$ cat src/rtl/fp32_pkg.sv
// Shared IEEE-754 single-precision constants and types for the point-arithmetic datapath.
package fp32_pkg;

  localparam int unsigned BIAS    = 127;
  localparam int unsigned EXP_MAX = 255;
  localparam logic [31:0] QNAN    = 32'h7FC0_0000;

  // Bit positions inside the {inv, dz, ovf, unf, inx} flag vector.
  localparam int unsigned FLAG_INV = 4;
  localparam int unsigned FLAG_DZ  = 3;
  localparam int unsigned FLAG_OVF = 2;
  localparam int unsigned FLAG_UNF = 1;
  localparam int unsigned FLAG_INX = 0;

  typedef enum logic [1:0] {IDLE, DIV, NORM, DONE} state_t;

  // Prefixed so the class names do not collide with the NORM state.
  typedef enum logic [1:0] {CLS_ZERO, CLS_NORM, CLS_INF, CLS_NAN} fp_class_t;

endpackage

$ cat src/rtl/fp_classify.sv
// Combinational operand classifier; denormals (exponent 0) are treated as zero.
module fp_classify
  import fp32_pkg::*;
(
  input  logic [7:0]  exponent,
  input  logic [22:0] fraction,
  output fp_class_t   cls
);

  always_comb begin
    if (exponent == 8'd0) begin
      cls = CLS_ZERO;
    end else if (exponent == 8'(EXP_MAX)) begin
      cls = (fraction == 23'd0) ? CLS_INF : CLS_NAN;
    end else begin
      cls = CLS_NORM;
    end
  end

endmodule

$ cat src/rtl/dividerunit.sv
// Iterative single-precision divider: restoring radix-2, one quotient bit per clock,
// flush-to-zero, optional round-to-nearest-even.
module dividerunit
  import fp32_pkg::*;
#(
  parameter bit ROUND_EN = 1'b1
) (
  input  logic        clk,
  input  logic        rst_n,
  input  logic        start,
  input  logic [31:0] dataA,
  input  logic [31:0] dataB,
  output logic        busy,
  output logic        done,
  output logic [31:0] dataR,
  output logic [4:0]  flags
);

  localparam logic [4:0]        LAST_ITER = 5'd25;
  localparam logic signed [9:0] BIAS_S    = signed'(10'(BIAS));
  localparam logic signed [9:0] EMAX_S    = signed'(10'(EXP_MAX));

  state_t      state;
  logic [4:0]  iter;
  logic        sign;
  logic [7:0]  ea, eb;
  logic [24:0] rem;
  logic [23:0] dvs;
  logic [25:0] q;

  fp_class_t cls_a, cls_b;

  fp_classify u_cls_a (
    .exponent (dataA[30:23]),
    .fraction (dataA[22:0]),
    .cls      (cls_a)
  );

  fp_classify u_cls_b (
    .exponent (dataB[30:23]),
    .fraction (dataB[22:0]),
    .cls      (cls_b)
  );

  // Special-operand result, evaluated on the live inputs while IDLE.
  logic        spec_hit, spec_sign;
  logic [31:0] spec_r;
  logic [4:0]  spec_f;

  always_comb begin
    spec_sign = dataA[31] ^ dataB[31];
    spec_hit  = (cls_a != CLS_NORM) || (cls_b != CLS_NORM);
    spec_r    = '0;
    spec_f    = '0;
    if (cls_a == CLS_NAN || cls_b == CLS_NAN ||
        (cls_a == CLS_ZERO && cls_b == CLS_ZERO) ||
        (cls_a == CLS_INF && cls_b == CLS_INF)) begin
      spec_r           = QNAN;
      spec_f[FLAG_INV] = 1'b1;
    end else if (cls_a == CLS_INF) begin
      spec_r = {spec_sign, 8'hFF, 23'd0};
    end else if (cls_b == CLS_ZERO) begin
      spec_r          = {spec_sign, 8'hFF, 23'd0};
      spec_f[FLAG_DZ] = 1'b1;
    end else begin
      spec_r = {spec_sign, 31'd0};
    end
  end

  // One restoring step.
  logic        ge;
  logic [24:0] rem_sub, rem_nxt;

  always_comb begin
    ge      = rem >= {1'b0, dvs};
    rem_sub = ge ? rem - {1'b0, dvs} : rem;
    rem_nxt = rem_sub << 1;
  end

  // Normalise, round and range-check the finished quotient.
  logic signed [9:0] e_base, e_adj, e_fin;
  logic [22:0]       frac;
  logic [23:0]       frac_inc;
  logic              guard, sticky, rnd_up;
  logic [31:0]       norm_r;
  logic [4:0]        norm_f;

  always_comb begin
    e_base = signed'({2'b00, ea}) - signed'({2'b00, eb}) + BIAS_S;
    if (q[25]) begin
      frac   = q[24:2];
      guard  = q[1];
      sticky = q[0] | (|rem);
      e_adj  = e_base;
    end else begin
      frac   = q[23:1];
      guard  = q[0];
      sticky = |rem;
      e_adj  = e_base - 10'sd1;
    end
    rnd_up   = ROUND_EN && guard && (sticky || frac[0]);
    frac_inc = {1'b0, frac} + 24'(rnd_up);
    e_fin    = frac_inc[23] ? e_adj + 10'sd1 : e_adj;
    norm_r   = {sign, e_fin[7:0], frac_inc[22:0]};
    norm_f   = '0;
    norm_f[FLAG_INX] = guard | sticky;
    if (e_fin >= EMAX_S) begin
      norm_r           = {sign, 8'hFF, 23'd0};
      norm_f[FLAG_OVF] = 1'b1;
      norm_f[FLAG_INX] = 1'b1;
    end else if (e_fin <= 10'sd0) begin
      norm_r           = {sign, 31'd0};
      norm_f[FLAG_UNF] = 1'b1;
      norm_f[FLAG_INX] = 1'b1;
    end
  end

  always_ff @(posedge clk or negedge rst_n) begin
    if (!rst_n) begin
      state <= IDLE;
      iter  <= '0;
      sign  <= 1'b0;
      ea    <= '0;
      eb    <= '0;
      rem   <= '0;
      dvs   <= '0;
      q     <= '0;
      done  <= 1'b0;
      dataR <= '0;
      flags <= '0;
    end else begin
      unique case (state)
        IDLE: begin
          if (start) begin
            sign <= spec_sign;
            ea   <= dataA[30:23];
            eb   <= dataB[30:23];
            rem  <= {2'b01, dataA[22:0]};
            dvs  <= {1'b1, dataB[22:0]};
            q    <= '0;
            iter <= '0;
            if (spec_hit) begin
              dataR <= spec_r;
              flags <= spec_f;
              done  <= 1'b1;
              state <= DONE;
            end else begin
              state <= DIV;
            end
          end
        end
        DIV: begin
          q    <= {q[24:0], ge};
          rem  <= rem_nxt;
          iter <= iter + 5'd1;
          if (iter == LAST_ITER) state <= NORM;
        end
        NORM: begin
          dataR <= norm_r;
          flags <= norm_f;
          done  <= 1'b1;
          state <= DONE;
        end
        DONE: begin
          done  <= 1'b0;
          state <= IDLE;
        end
        default: state <= IDLE;
      endcase
    end
  end

  assign busy = (state != IDLE);

endmodule

$ cat config.mk
export PLATFORM = sky130hd
export DESIGN_NAME = dividerunit
export DESIGN_NICKNAME = d
export VERILOG_FILES = /design/src/rtl/fp32_pkg.sv /design/src/rtl/fp_classify.sv /design/src/rtl/dividerunit.sv
export SDC_FILE = /design/constraint.sdc
export NUM_CORES = 1
export LEC_CHECK = 0
export ABC_AREA = 1
export BUFFER_PORTS_ARGS = -buffer_cell sky130_fd_sc_hd__buf_4
export CORE_MARGIN = 3
export CORE_UTILIZATION = 50
export DETAILED_ROUTE_END_ITERATION = 8
export GPL_TIMING_DRIVEN = 0
export MAX_ROUTING_LAYER = met4
export PLACE_DENSITY = 0.7
export SLEW_MARGIN = 15
export SYNTH_ARGS = -nofsm -noshare
export SYNTH_HDL_FRONTEND = slang
export SYNTH_SLANG_ARGS = --single-unit
$ cat constraint.sdc
create_clock -name clk -period 3.8 [get_ports clk]
set_input_delay 0.57 -clock clk [delete_from_list [all_inputs] [get_ports clk]]
set_output_delay 0.57 -clock clk [all_outputs]
set_load 0.03 [all_outputs]
# == After elaboration in Yosys (flattened, before gate mapping) ==
# Index checks and enable logic that the tools add are counted.
# op_classes
add_sub_neg,7
magnitude_cmp,3
n_eq_ne,15
mux,44
bitwise,3
n_reduce_logical,25
# ops
op,count
31-bit 2-to-1 mux,4
32-bit 2-to-1 mux,3
32-bit one-hot mux with 2 select lines,1
26-bit one-hot mux with 2 select lines,1
25-bit one-hot mux with 2 select lines,1
23-bit logical NOT,2
26-bit 2-to-1 mux,1
25-bit by 24-bit greater-or-equal comparator with 1-bit output,1
25-bit 2-to-1 mux,1
25-bit OR reduction,1
23-bit by 1-bit adder with 24-bit output,1
24-bit 2-to-1 mux,1
24-bit subtractor,1
23-bit 2-to-1 mux,1
10-bit 2-to-1 mux,2
5-bit one-hot mux with 2 select lines,2
"8-bit equality test, second input constant",2
8-bit logical NOT,2
2-bit 2-to-1 mux,8
5-bit 2-to-1 mux,3
1-bit 2-to-1 mux,13
"2-bit equality test, second input constant",6
"10-bit by 2-bit adder with 10-bit output, second input constant",1
"9-bit by 8-bit adder with 10-bit output, second input constant",1
other kinds (20),37
# word_totals
ff_bits,137
inputBits,67
word_cells,108

# == Logic depth before layout (Yosys ltp) ==
# Gate-level depths: netlist of run 1.
# depth
ltp_word,12
ltp_mapped,27

# == Cells and area by module ==
# Synthesis of run 1 repeated with hierarchy kept, for this count alone.
# unflattened
cells_unflattened,1387
area_unflattened_um2,9615.5
# modules_own_cells
module,n_inst,cells_each,area_each_um2,seq_area_each_um2
dividerunit,1,1305,9297.7,3428.3
fp_classify,2,41,158.9,0.0

# == Worst setup path before layout of run 1 ==
# No wires, ideal clock.
# synth_path
path_kind,reg2reg
startpoint,register eb[0]
endpoint,register dataR[22]
setup_time_ps,119
arrival_time_ps,3000
required_time_ps,3681
setup_slack_ps,681
path_stages_with_launch,22
synth_period_minus_slack_ps,3119
cell_sequence,dfrtp_1 -> ha_1 -> fa_1 -> ha_1 -> xnor2_1 -> ha_1 -> nand2_1 -> nand2_1 -> inv_1 -> nor2_1 -> nor2_1 -> nor2_1 -> nand2_1 -> nor2_1 -> nand2_1 -> nor2_1 -> nand2_1 -> nor2_4 -> nor2_8 -> buf_6 -> nand3_2 -> nand2_1
# synth_via
elab_chain_len,10
# synth_lines
item,line_no,rtl
"start, declared",dividerunit.sv:26,"logic [7:0] ea, eb;"
"start signal, assigned",dividerunit.sv:137,eb <= dataB[30:23];
8-bit by 8-bit subtractor with 9-bit output (*),dividerunit.sv:89,"e_base = signed'({2'b00, ea}) - signed'({2'b00, eb}) + BIAS_S;"
9-bit by 8-bit adder with 10-bit output (*),dividerunit.sv:89,
10-bit by 2-bit subtractor with 10-bit output,dividerunit.sv:99,e_adj = e_base - 10'sd1;
10-bit 2-to-1 mux (*),dividerunit.sv:90,if (q[25]) begin
10-bit by 2-bit adder with 10-bit output,dividerunit.sv:103,e_fin = frac_inc[23] ? e_adj + 10'sd1 : e_adj;
10-bit 2-to-1 mux (*),dividerunit.sv:103,
10-bit by 1-bit less-or-equal comparator with 1-bit output,dividerunit.sv:111,end else if (e_fin <= 10'sd0) begin
31-bit 2-to-1 mux,dividerunit.sv:111,
31-bit 2-to-1 mux (*),dividerunit.sv:107,if (e_fin >= EMAX_S) begin
32-bit one-hot mux with 2 select lines (*),dividerunit.sv:132,unique case (state)
"end signal, assigned",dividerunit.sv:143,dataR <= spec_r;
"end signal, assigned",dividerunit.sv:159,dataR <= norm_r;
"end, declared",dividerunit.sv:15,"output logic [31:0] dataR,"
# Every way passes the cells marked *; elsewhere a longest branch is shown, timed or not.
# A chain may end at the register's enable or synchronous reset.

# == Final worst setup path of run 1 ==
# layout_path
startpoint,register q[25]
endpoint,register dataR[22]
# layout_via
elab_chain_len,9
# layout_lines
item,line_no,rtl
"start, declared",dividerunit.sv:29,logic [25:0] q;
"start signal, assigned",dividerunit.sv:153,"q <= {q[24:0], ge};"
1-bit 2-to-1 mux / 23-bit 2-to-1 mux (equally long branches),dividerunit.sv:90,
1-bit logical OR,dividerunit.sv:101,rnd_up = ROUND_EN && guard && (sticky || frac[0]);
1-bit logical AND,dividerunit.sv:101,
23-bit by 1-bit adder with 24-bit output,dividerunit.sv:102,"frac_inc = {1'b0, frac} + 24'(rnd_up);"
10-bit 2-to-1 mux,dividerunit.sv:103,
10-bit by 1-bit less-or-equal comparator with 1-bit output,dividerunit.sv:111,
31-bit 2-to-1 mux,dividerunit.sv:111,
31-bit 2-to-1 mux (*),dividerunit.sv:107,
32-bit one-hot mux with 2 select lines (*),dividerunit.sv:132,
# Marks and branches as above.

==> impl_metrics.toml, run 1 <==
[logic_synthesis]
syn_inst = 1371
yosysWarnings = 0
yosysSeqAreaShare_pct = 35.22
ys_top_cells_by_count = "356 x nand2_1, 195 x inv_1, 137 x dfrtp_1"
syn_area_sq_um = 9734
syn-num-nets = 1483
ys_async_sr_fraction_pct = 100.0
synth_flop_cell = "dfrtp_1"
netlist_top_cells_area = "dfrtp_1 35%, nand2_1 14%, inv_1 7.5%, ha_1 5.5%, a21oi_1 5.2%"
synth.top_cell.area_share_pct = 35.22
syn_avg_cell_area_sq_um = 7.100
ys_seq_elements = 137
synth_cell_types = 52
synth-edff-count = 0
yosysTopAreaCell = "dfrtp_1"
post-synth-top-count-cell = "nand2_1"

[detailed_routing]
wl_per_cell_um = 14.83
routed-via-count = 9233
drtIter0Drc = 510
via_per_inst = 5.208
final_antenna_net_count = 0
drc = 0
dr.pass1.iters = 5
routed_wl_mm = 26.29

[global_route]
grt_pass1_vias = 8663
antenna_found_initial = 0
grt-ovfl-total = 0
grt_pass1_wl_mm = 43.23
grt_usage_pct = 25.58
grt_max_degree = 102

[sta]
final_hold_viol_count = 0
setup-tns-final_ns = 0
fin_skew_ns = 0.01055
finalWorstSetupSlack_ns = 0.2334
max-slew-margin-rel_pct = 47.41
finalSetupViolCount = 0
maxSlewViolCount = 0
fin_hold_ws_ns = 0.004733
post-route-period-util_pct = 93.86
clock.fmax_mhz = 280.4
worst_pin_slew_ns = 0.7859
timing.final.crit_period_ns = 3.567

[cells_and_area]
drive_above_1_share_pct = 16.06
multi_input_area_sq_um = 5415
regArea_sq_um = 3430
fin_nets = 1612
fillerInstances = 1807
area_growth_syn_to_layout_pct = 19.51
diodes = 0
finalCoreUtilization_pct = 61.58

[die]
initial_utilization_pct = 51.52
die_w_um = 145.5
placement_rows = 50
core_area_sq_um = 18890
dieArea_sq_um = 21180
io_pins = 106
die_h_um = 145.5

[critical_path]
critPathLaunchType = "flip-flop"
cp_cell_sequence = "inv_4, buf_6, o2111ai_2, nor4_2, nand4_1, nor3_4, a21oi_2, ha_2, nand3_4, nor2_4, nand3_2, nor2_4, nand3_1, nor2_2, nand3_2, nor2_4, nand3_1, nand2_2, inv_2, nand2_2, nand2_4, buf_8, nand3_2, nand2_1"
cp_slowest_cell = "dfrtp_1"
cpLargestDelayFamily = "simple AND/OR/NAND/NOR gates"
critPathKind = "flip-flop to flip-flop"
worstPathMaxFanout = 10
worst_ep_required_time_ns = 4.11
end_kind = "flip-flop"
cp.arrival_ns = 3.88
crit_buf_inv = 4
max_stage_delay_ns = 0.40

[clocking]
root_buffer = "clkbuf_16"
numCtsBuffers = 17
htree_levels = 4
cts_tree = "done"
clk_pin_slew_ns = 0.06
cts.sinks = 137
clk_path_buf_depth = 2
postCtsHoldBufs = 0
clk-insertion-delay-late_ns = 0.43

[outcome]
status = "finished, final reports clean"

[placement]
post-place-ws_ns = -0.2146
dp_hpwl_mm = 20.37
portBuffers = 105
gp_congestion = 0.9077

[job]
cap_violations = 0

[hold_path]
hp-class = "primary input to asynchronous set/reset pin"
==> layout by cell type, fill, tap and decap left out, types with 6 or more instances in the layout <==
master / Yosys / routed
nor3_1: 12 / 11
nand2_2: 10 / 10
clkbuf_16: 0 / 17
nor2_1: 122 / 119
nand3_1: 71 / 70
nand4_1: 19 / 19
o22ai_1: 28 / 28
dfrtp_1: 137 / 136
mux2_2: 6 / 6
buf_6: 8 / 7
clkbuf_1: 24 / 24
ha_1: 43 / 41
nand3_2: 25 / 25
inv_2: 7 / 6
o211ai_1: 7 / 7
nor2_2: 9 / 8
xor2_1: 21 / 21
a22oi_1: 9 / 9
buf_4: 4 / 111
nor4_1: 17 / 15
inv_1: 195 / 195
nand2_1: 356 / 355
xnor2_1: 15 / 14
o21ai_0: 63 / 62
a21oi_1: 101 / 100
o21ai_1: 10 / 11
nor2_4: 4 / 8
==> worst paths after layout <==
path	startpoint	end	slack, ns	cells past startpoint
max reg2reg	q[25]$_DFFE_PN0P_	dataR[22]$_DFFE_PN0P_	0.23	24
max	q[25]$_DFFE_PN0P_	dataR[22]$_DFFE_PN0P_	0.23	24
min reg2reg	dvs[23]$_DFFE_PN0P_	dvs[23]$_DFFE_PN0P_	0.47	2
min in group clk	dataA[2]	rem[2]$_DFFE_PN0P_	0.37	3
max in group asynchronous	rst_n	rem[21]$_DFFE_PN0P_	3.02	2
min	rst_n	dataR[4]$_DFFE_PN0P_	0.005	1
==> logic make-up (layout without fill, tap and decap cells) <==
group	Yosys count	after routing	synth area share (%)
AND/OR/NAND/NOR	655	655	30.19
AO/OA/AOI/OAI	247	247	14.49
buffers and inverters	245	387	10.23
flip-flops	137	137	35.22
adder cells (fa/ha/maj)	45	45	5.938
XOR/XNOR	36	36	3.239
multiplexers	6	6	0.6940
==> per-layer routing <==
layer	vias up	global-route usage [%]	wire length (um)
met2	238	41.53	12440
met1	4211	33.03	11980
met3	43	3.737	1081
li1	4741	-	-
met4	0	8.689	785
met5	-	-	0
==> per-stage QoR <==
| stage | std cells | area [sq um] |
|---|---|---|
| after floorplan | 1371 | 9734 |
| after global placement | 1736 | 10850 |
| after detailed placement | 1737 | 10880 |
| after CTS | 1769 | 11500 |
| after global routing | 1773 | 11630 |
| final | 1773 | 11630 |
==> state kept, by name, indices dropped and copies added (netlist names) <==
name / cells
iter: 5
dataR: 32
done: 1
ea: 8
sign: 1
rem: 25
eb: 8
q: 26
state: 2
flags: 5
dvs: 24
==> worst register-to-register path, stage by stage (launching register included) <==
cell and delay [ns]:
dfrtp_1 0.40, inv_4 0.08, buf_6 0.16, o2111ai_2 0.23
nor4_2 0.07, nand4_1 0.14, nor3_4 0.07, a21oi_2 0.15
ha_2 0.23, nand3_4 0.13, nor2_4 0.21, nand3_2 0.12
nor2_4 0.14, nand3_1 0.10, nor2_2 0.15, nand3_2 0.14
nor2_4 0.13, nand3_1 0.09, nand2_2 0.14, inv_2 0.05
nand2_2 0.13, nand2_4 0.09, buf_8 0.16, nand3_2 0.10
nand2_1 0.05
==> cell type report <==
class                           instances  share of cell area, %
Tap cell                              260                  2.796
Multi-Input combinational cell        989                  46.55
Clock buffer                           18                  3.775
Buffer                                 42                  2.108
Timing Repair Buffer                  110                  7.335
Clock inverter                         14                  1.377
Sequential cell                       137                  29.48
Inverter                              203                  6.582
==> repair_timing <==
| item | CTS | global route |
|---|---|---|
| hold endpoints to repair | 0 | 0 |
| gates cloned | 0 | 0 |
| buffers inserted | 0 | 4 |
| setup endpoints to repair | 33 | 33 |
| pin swaps | 4 | 7 |
| resized for setup | 5 | 24 |
Power of run 1 is left out: the tool's default activity adds up to more than one toggle a clock period on the data nets, which glitch-free logic cannot reach.
==> run 2, diff against run 1 <==
Settings changed: HOLD_SLACK_MARGIN set to 0.12.
==> run 2 against run 1 <==
  * Hold slack improved by 0.37 ns
  * Global-route usage about the same
  * First-iteration DRC count increased by 0.98%
  * Non-clock buffer count increased by 1
  * Die area unchanged
  * Wire length about the same
  * Setup slack got worse by 0.0086 ns
  * Core utilization increased by 0.053 points
  * Critical path depth decreased by 3
  * Fmax decreased by 0.24%
  * Clock skew increased by 0.0016 ns
  * Via count decreased by 0.27%
==> impl_metrics.toml, run 2 (same netlist as run 1, synthesis figures left out) <==
[clocking]
cts.sinks = 137
root_buffer = "clkbuf_16"
numCtsBuffers = 17
clk_pin_slew_ns = 0.06
cts_tree = "done"
clk-insertion-delay-late_ns = 0.43
clk_path_buf_depth = 2
htree_levels = 4

[sta]
finalSetupViolCount = 0
fin_skew_ns = 0.01213
timing.final.crit_period_ns = 3.575
max-slew-margin-rel_pct = 48.20
clock.fmax_mhz = 279.7
post-route-period-util_pct = 94.08
finalWorstSetupSlack_ns = 0.2248
worst_pin_slew_ns = 0.7742
final_hold_viol_count = 0
fin_hold_ws_ns = 0.3721
maxSlewViolCount = 0

[cells_and_area]
largest_register_ffs = 32
drive_above_1_share_pct = 16.05
final_cell_mix = "355 x nand2_1, 195 x inv_1, 136 x dfrtp_1"
diodes = 0
fillerInstances = 1806
fin_nets = 1613
top_regs = "dataR (32), q (26), rem (25)"
layout_commonest_cell = "nand2_1"
largest-register = "dataR"
area_growth_syn_to_layout_pct = 19.61
finalCoreUtilization_pct = 61.63

[placement]
gp_congestion = 0.9077
post-place-ws_ns = -0.2146
portBuffers = 105
dp_hpwl_mm = 20.37

[detailed_routing]
drc = 0
wl_per_cell_um = 14.83
via_per_inst = 5.191
dr.pass1.iters = 5
drtIter0Drc = 515
routed_wl_mm = 26.30
routed-via-count = 9208
final_antenna_net_count = 0

[global_route]
grt_usage_pct = 25.58
grt_pass1_vias = 8669
antenna_found_initial = 0
grt_max_degree = 102
grt-ovfl-total = 0
grt_pass1_wl_mm = 43.24

[die]
dieArea_sq_um = 21180
io_pins = 106
die_w_um = 145.5
die_h_um = 145.5
core_area_sq_um = 18890
initial_utilization_pct = 51.52
placement_rows = 50

[critical_path]
critPathLaunchType = "flip-flop"
max_stage_delay_ns = 0.40
cp.arrival_ns = 3.94
cp_slowest_cell = "dfrtp_1"
worst_ep_required_time_ns = 4.16
end_kind = "flip-flop"
cp_cell_sequence = "inv_4, buf_6, o2111ai_2, nor4_2, nand4_1, nor3_4, a21oi_2, ha_2, nand3_4, nor2_4, nand3_2, nor2_4, nand4_1, nor2_4, nand4_2, o21ai_4, nand2_2, nor2_8, buf_6, nand3_2, nand2_1"
critPathKind = "flip-flop to flip-flop"
cpMostUsedCell = "nor2_4"
crit_buf_inv = 3
cpLargestDelayFamily = "simple AND/OR/NAND/NOR gates"
worstPathMaxFanout = 10

[outcome]
status = "finished, final reports clean"

[hold_path]
hp-class = "primary input to flip-flop"

[job]
cap_violations = 0
==> run 2: cell types whose count changed in the layout (fill, tap and decap cells not counted) <==
| cell | delta |
|---|---|
| dlygate4sd3_1 | +1 |
==> run 2: layer usage <==
metal	part of all wire (%)	GRT usage, %	up-vias	wire [um]
li1	-	-	4742	-
met1	46	33.05	4200	12030
met2	47	41.53	223	12440
met3	3.9	3.737	43	1035
met4	3.0	8.689	0	799
met5	0	-	-	0
==> run 2: layout make-up <==
type	instances	area, sq um	area share [%]
Multi-Input combinational cell	989	5415	46.51
Tap cell	260	325.3	2.794
Inverter	203	765.7	6.576
Buffer	42	245.2	2.106
Sequential cell	137	3430	29.45
Timing Repair Buffer	111	863.3	7.415
Clock inverter	14	160.2	1.375
Clock buffer	18	439.2	3.772
==> run 2: timing repair <==
item,in CTS,in global routing
endpoints found under the hold margin,36,0
gates resized for setup,5,24
setup buffers,0,4
pin swaps,4,7
setup endpoints to repair,33,33
hold buffers,1,0
==> run 2: per-stage QoR <==
stage / area (sq um) / std cells / TNS (ns)
detailed placement: 10880 / 1737 / -4.189
CTS: 11510 / 1770 / 0
floorplan: 9734 / 1371 / 0
finish: 11640 / 1774 / 0
global placement: 10850 / 1736 / -3.243
global route: 11640 / 1774 / -0.05793
==> run 2: worst min-delay path, stage by stage <==
cell     delay, ns
buf_4         0.08
nand2_1       0.04
nand3_1       0.07
==> run 2: worst paths after layout <==
check                           slack, ns                 from  cells past startpoint                     to
max in group asynchronous            2.42                rst_n                      3    rem[21]$_DFFE_PN0P_
worst min register to register       0.47  dvs[23]$_DFFE_PN0P_                      2    dvs[23]$_DFFE_PN0P_
min in group asynchronous            0.60                rst_n                      2   dataR[4]$_DFFE_PN0P_
worst max-delay path                 0.22    q[25]$_DFFE_PN0P_                     21  dataR[22]$_DFFE_PN0P_
worst max register to register       0.22    q[25]$_DFFE_PN0P_                     21  dataR[22]$_DFFE_PN0P_
worst min-delay path                 0.37             dataA[2]                      3     rem[2]$_DFFE_PN0P_
Power of run 2 is left out for the same reason.
